**src/rtl/seq_detect_pkg.sv**
```systemverilog
// Shared definitions for the serial pattern detector.
//   state_width(width) : bits needed to hold a prefix length 0..width
//   OVERLAP_ON/OFF     : matching-mode selectors for the OVERLAP parameter
package seq_detect_pkg;

  localparam bit OVERLAP_ON  = 1'b1;
  localparam bit OVERLAP_OFF = 1'b0;

  function automatic int unsigned state_width(input int unsigned width);
    return $clog2(width + 1);
  endfunction

endpackage

```
**src/rtl/seq_prefix_match.sv**
```systemverilog
// Combinational prefix matcher.
// Ports:
//   hist    in  WIDTH  accepted history, newest bit in LSB
//   a       in  1      incoming bit
//   fill    in  SW     number of valid bits in hist
//   pattern in  WIDTH  active pattern, MSB expected first
//   k       out SW     longest pattern prefix ending at the incoming bit
//   hit     out 1      k equals WIDTH (full match)
module seq_prefix_match
  import seq_detect_pkg::*;
#(
  parameter  int unsigned WIDTH = 4,
  localparam int unsigned SW    = state_width(WIDTH)
) (
  input  logic [WIDTH-1:0] hist,
  input  logic             a,
  input  logic [SW-1:0]    fill,
  input  logic [WIDTH-1:0] pattern,
  output logic [SW-1:0]    k,
  output logic             hit
);

  logic [WIDTH-1:0] w_new;
  logic [WIDTH-1:0] w_mask;
  int unsigned      w_fill;
  int unsigned      w_limit;

  always_comb begin
    w_new   = {hist[WIDTH-2:0], a};
    w_fill  = 32'(fill);
    w_limit = (w_fill >= WIDTH) ? WIDTH : w_fill + 1;
    w_mask  = '0;
    k       = '0;
    // Ascending scan: the last length that matches is the longest one.
    // The newest n bits are compared against the top n pattern bits,
    // right-aligned by shifting the pattern down.
    for (int unsigned n = 1; n <= WIDTH; n++) begin
      w_mask = '1;
      w_mask = w_mask >> (WIDTH - n);
      if ((n <= w_limit) && ((w_new & w_mask) == (pattern >> (WIDTH - n))))
        k = SW'(n);
    end
    hit = (k == SW'(WIDTH));
  end

endmodule

```
**src/rtl/seq_pattern_detector.sv**
```systemverilog
// Parametrised serial pattern detector with loadable pattern, overlap or
// non-overlap matching, input-valid qualifier and saturating match counter.
// Ports:
//   clock        in  1            rising-edge clock
//   clear        in  1            synchronous active-high reset
//   a            in  1            serial data bit
//   a_valid      in  1            a is sampled only when high
//   pattern_load in  1            load pattern_in (discards a this cycle)
//   pattern_in   in  WIDTH        new pattern, MSB expected first
//   x            out 1            registered one-cycle match pulse
//   match_count  out COUNT_WIDTH  saturating match count
//   state        out SW           matched-prefix length 0..WIDTH
//   pattern      out WIDTH        active pattern
module seq_pattern_detector
  import seq_detect_pkg::*;
#(
  parameter  int unsigned      WIDTH           = 4,
  parameter  logic [WIDTH-1:0] DEFAULT_PATTERN = 4'b1011,
  parameter  bit               OVERLAP         = OVERLAP_ON,
  parameter  int unsigned      COUNT_WIDTH     = 8,
  localparam int unsigned      SW              = state_width(WIDTH)
) (
  input  logic                   clock,
  input  logic                   clear,
  input  logic                   a,
  input  logic                   a_valid,
  input  logic                   pattern_load,
  input  logic [WIDTH-1:0]       pattern_in,
  output logic                   x,
  output logic [COUNT_WIDTH-1:0] match_count,
  output logic [SW-1:0]          state,
  output logic [WIDTH-1:0]       pattern
);

  logic [WIDTH-1:0]       r_hist;
  logic [SW-1:0]          r_fill;
  logic [SW-1:0]          r_state;
  logic                   r_x;
  logic [COUNT_WIDTH-1:0] r_count;
  logic [WIDTH-1:0]       r_pattern;

  logic [SW-1:0]          w_k;
  logic                   w_hit;

  seq_prefix_match #(
    .WIDTH (WIDTH)
  ) u_match (
    .hist    (r_hist),
    .a       (a),
    .fill    (r_fill),
    .pattern (r_pattern),
    .k       (w_k),
    .hit     (w_hit)
  );

  always_ff @(posedge clock) begin
    if (clear) begin
      r_hist    <= '0;
      r_fill    <= '0;
      r_state   <= '0;
      r_x       <= 1'b0;
      r_count   <= '0;
      r_pattern <= DEFAULT_PATTERN;
    end else if (pattern_load) begin
      r_pattern <= pattern_in;
      r_hist    <= '0;
      r_fill    <= '0;
      r_state   <= '0;
      r_x       <= 1'b0;
    end else if (a_valid) begin
      r_hist  <= {r_hist[WIDTH-2:0], a};
      r_state <= w_k;
      r_x     <= w_hit;
      if (w_hit && (r_count != '1))
        r_count <= r_count + 1'b1;
      // Non-overlap forgets the history by zeroing fill; hist itself is
      // left alone because fill alone bounds what the matcher may use.
      if (w_hit && (OVERLAP == OVERLAP_OFF))
        r_fill <= '0;
      else if (r_fill != SW'(WIDTH))
        r_fill <= r_fill + 1'b1;
    end else begin
      r_x <= 1'b0;
    end
  end

  assign x           = r_x;
  assign match_count = r_count;
  assign state       = r_state;
  assign pattern     = r_pattern;

endmodule
```
**config.mk**
```make
export PLATFORM = sky130hd
export DESIGN_NAME = seq_pattern_detector
export DESIGN_NICKNAME = d
export VERILOG_FILES = /design/src/rtl/seq_detect_pkg.sv /design/src/rtl/seq_prefix_match.sv /design/src/rtl/seq_pattern_detector.sv
export SDC_FILE = /design/constraint.sdc
export NUM_CORES = 1
export LEC_CHECK = 0
export ABC_CLOCK_PERIOD_IN_PS = 4300
export CORE_MARGIN = 2
export CORE_UTILIZATION = 60
export DETAILED_ROUTE_END_ITERATION = 6
export DONT_BUFFER_PORTS = 1
export PLACE_DENSITY = 0.76
export SLEW_MARGIN = 5
export SYNTH_ARGS = -nofsm -noshare
export SYNTH_HDL_FRONTEND = slang
export SYNTH_SLANG_ARGS = --single-unit
```
**constraint.sdc**
```tcl
create_clock -name clock -period 4.3 [get_ports clock]
set_input_delay 0.645 -clock clock [delete_from_list [all_inputs] [get_ports clock]]
set_output_delay 0.645 -clock clock [all_outputs]
set_load 0.02 [all_outputs]
```
==> summary.txt <==
Routing
  – DRT Wirelength: 1990 µm
  – Post-route ant nets: 0
  – Avg WL per Cell: 13.2 µm
  – Number of DRC markers in iteration 0: 8
  – Vias per std cell: 5.54
  – Residual DRC: 0
  – DR vias: 836
  – Drt pass-1 iters: 4

Die
  – I/O Pins: 25
  – Initial Util: 0.629
  – Die ar.: 2410 µm²
  – Die Wd: 49.1 µm
  – Core ar.: 1940 µm²
  – Die Y: 49.1 µm
  – Cell Rows: 16

Worst setup path
  – Required @ worst endpoint: 4.52 ns
  – Critical path fanouts, max: 7
  – Crit-path most repeated cell: ha_1
  – Crit end category: flop
  – Crit path max-delay cell type: dfxtp_1
  – Crit path launch type: flop
  – Worst reg2reg path depth: 8
  – Worst Setup Path Type: reg2reg
  – Worst Path Arrival: 2.11 ns
  – CP peak stage delay: 0.40 ns
  – Worst-path cell chain: ha_1 -> inv_1 -> ha_1 -> nor3b_4 -> o211ai_4 -> nor3_2 -> a21oi_1 -> a31o_1

CTS
  – Clock Sink Count: 22
  – H-tree depth: 1
  – Postcts setup bufs: 0
  – TritonCTS clock tree: built
  – # resized after CTS: 0
  – CTS root buf: clkbuf_4
  – Clock-pin transition on the worst setup and hold timing paths: 0.12 ns
  – Longest Clk Path Bufs: 2
  – # hold bufs at CTS: 0
  – Clock Latency Late Sink: 0.31 ns
  – Num CTS Buffers: 3

GRT
  – Largest net degree at the start of global routing: 16
  – Number of global-route vias before repair: 806
  – Gr usage total: 0.185
  – GR Overflow Total: 0
  – Initial antenna violation count: 0
  – First-pass GRT wire length: 3480 µm

Timing
  – Setup Viol. Count Final: 0
  – Worst clock skew: 0.00220 ns
  – Final Hold Vio Count: 0
  – Setup TNS Final: 0 ns
  – Max-slew violations: 0
  – Fin crit share: 0.438
  – Max transition margin: 0.619
  – RSZ-0062 raised after global routing: no
  – F_max: 531 MHz
  – Final min period: 1.88 ns
  – Worst-Margin Slew: 0.558 ns
  – Fin Hold WS: 0.380 ns

Cells and area
  – Fin cells: 151
  – Fin util: 0.627
  – Register area: 440 µm²
  – Syn-to-layout area delta: -0.307%
  – Layout cell share with drive strength beyond 1: 0.113
  – # diodes: 0
  – Area taken by multi-input logic gates: 687 µm²
  – Commonest non-fill, non-tap cell in the layout: dfxtp_1
  – # nets final: 139
  – Commonest cells after routing, fill and taps aside: dfxtp_1 (22), nor2_1 (17), inv_1 (9)
  – # fillers: 171

Min path
  – Hold depth: 1
  – HP Class: in2reg

Yosys
  – Post-synth EDFFs: 0
  – Syn_nets: 142
  – Yosys cell types: 36
  – Avg Inst Size Synth: 9.47 µm²
  – Synth warn: 0
  – Synth Instances: 129
  – Mapped cell area: 1220 µm²
  – Ys async rst share: 0
  – Sequential fraction of the synthesis area: 0.361
  – FF+latch count, synth: 22
  – Main synth FF type: dfxtp_1

Place
  – Placed Cells: 148
  – Post-detail-place hpwl: 1510 µm
  – PortBufs: 0
  – RePlAce Congestion: 0.843

Status
  – Outcome: finished, final reports clean

Power and ir drop
  – Leakage power: 0.427 nW
  – Peak supply drop: 0.228 mV
  – Total Power: 0.000344 W
  – Power density over the cells: 282 nW/µm²

Flow run
  – Max-cap viol count: 0
==> Yosys cell counts, types with 2 or more instances <==
cell	n	share of area
buf_6	3	0.028
xnor2_1	7	0.050
inv_1	9	0.028
nand3_1	3	0.012
mux2i_1	5	0.041
buf_2	3	0.012
nand2_1	4	0.012
nor3_1	3	0.012
dfxtp_1	22	0.36
xnor2_2	4	0.053
a211o_1	3	0.022
xor2_1	6	0.043
o21ai_0	6	0.025
o32ai_1	2	0.014
nor2_1	17	0.052
a21oi_1	6	0.025
nor2b_1	3	0.015
nor4_2	2	0.020
ha_1	4	0.041
==> path summary, 6_finish.rpt <==
path / from / to / slack, ns
max: r_fill[0] / match_count[5] / 2.42
min: clear / pattern[2] / 0.38
max reg2reg: r_fill[0] / match_count[5] / 2.42
min reg2reg: r_fill[2] / r_fill[2] / 0.53
==> layer usage <==
layer  vias to the layer above  part of all wire  track usage
li1                        428                 -            -
met1                       375              0.46        0.249
met2                        30              0.44        0.286
met3                         3             0.080       0.0460
met4                         0             0.014       0.0714
met5                         -                 0            0
==> layout make-up <==
type,count,share of cell area
Sequential cell,22,0.362
Clock buffer,3,0.0185
Multi-Input combinational cell,90,0.564
Tap cell,27,0.0277
Inverter,9,0.0277
==> per-stage QoR <==
step           area [µm²]  setup slack (ns)
4_1_cts              1220              2.41
3_3_place_gp         1190              2.51
2_1_floorplan        1220              2.55
5_1_grt              1220              2.29
3_5_place_dp         1190              2.44
6_report             1220              2.42
==> critical path: cells and delay by family, from the launching register on <==
kind,cells,cell delay (ns)
flip-flops,1,0.40
adder cells (fa/ha/maj),2,0.43
AO/OA/AOI/OAI,3,0.44
AND/OR/NAND/NOR,2,0.50
buffers and inverters,1,0.04
==> registers in the layout, summed over array words and instances, names as in the netlist <==
register	count
match_count	8
pattern	4
r_fill	3
r_hist	3
state	3
x	1
==> power by group <==
part	internal [W]	total, W	switching, W	leakage [nW]
Combinational	0.0000162	0.0000295	0.0000133	0.235
Sequential	0.000208	0.000218	0.0000105	0.179
Clock	0.0000329	0.0000958	0.0000630	0.0138
Total	0.000257	0.000344	0.0000867	0.427
==> kinds of logic after synthesis <==
kind of cell / Yosys count / synth area share
xor+xnor: 17 / 0.147
fa+ha+maj: 4 / 0.0410
compound gates: 21 / 0.123
buf+inv: 17 / 0.0768
mux: 5 / 0.0410
flops: 22 / 0.361
simple gates: 43 / 0.211
(Power assumes the default switching activity.)
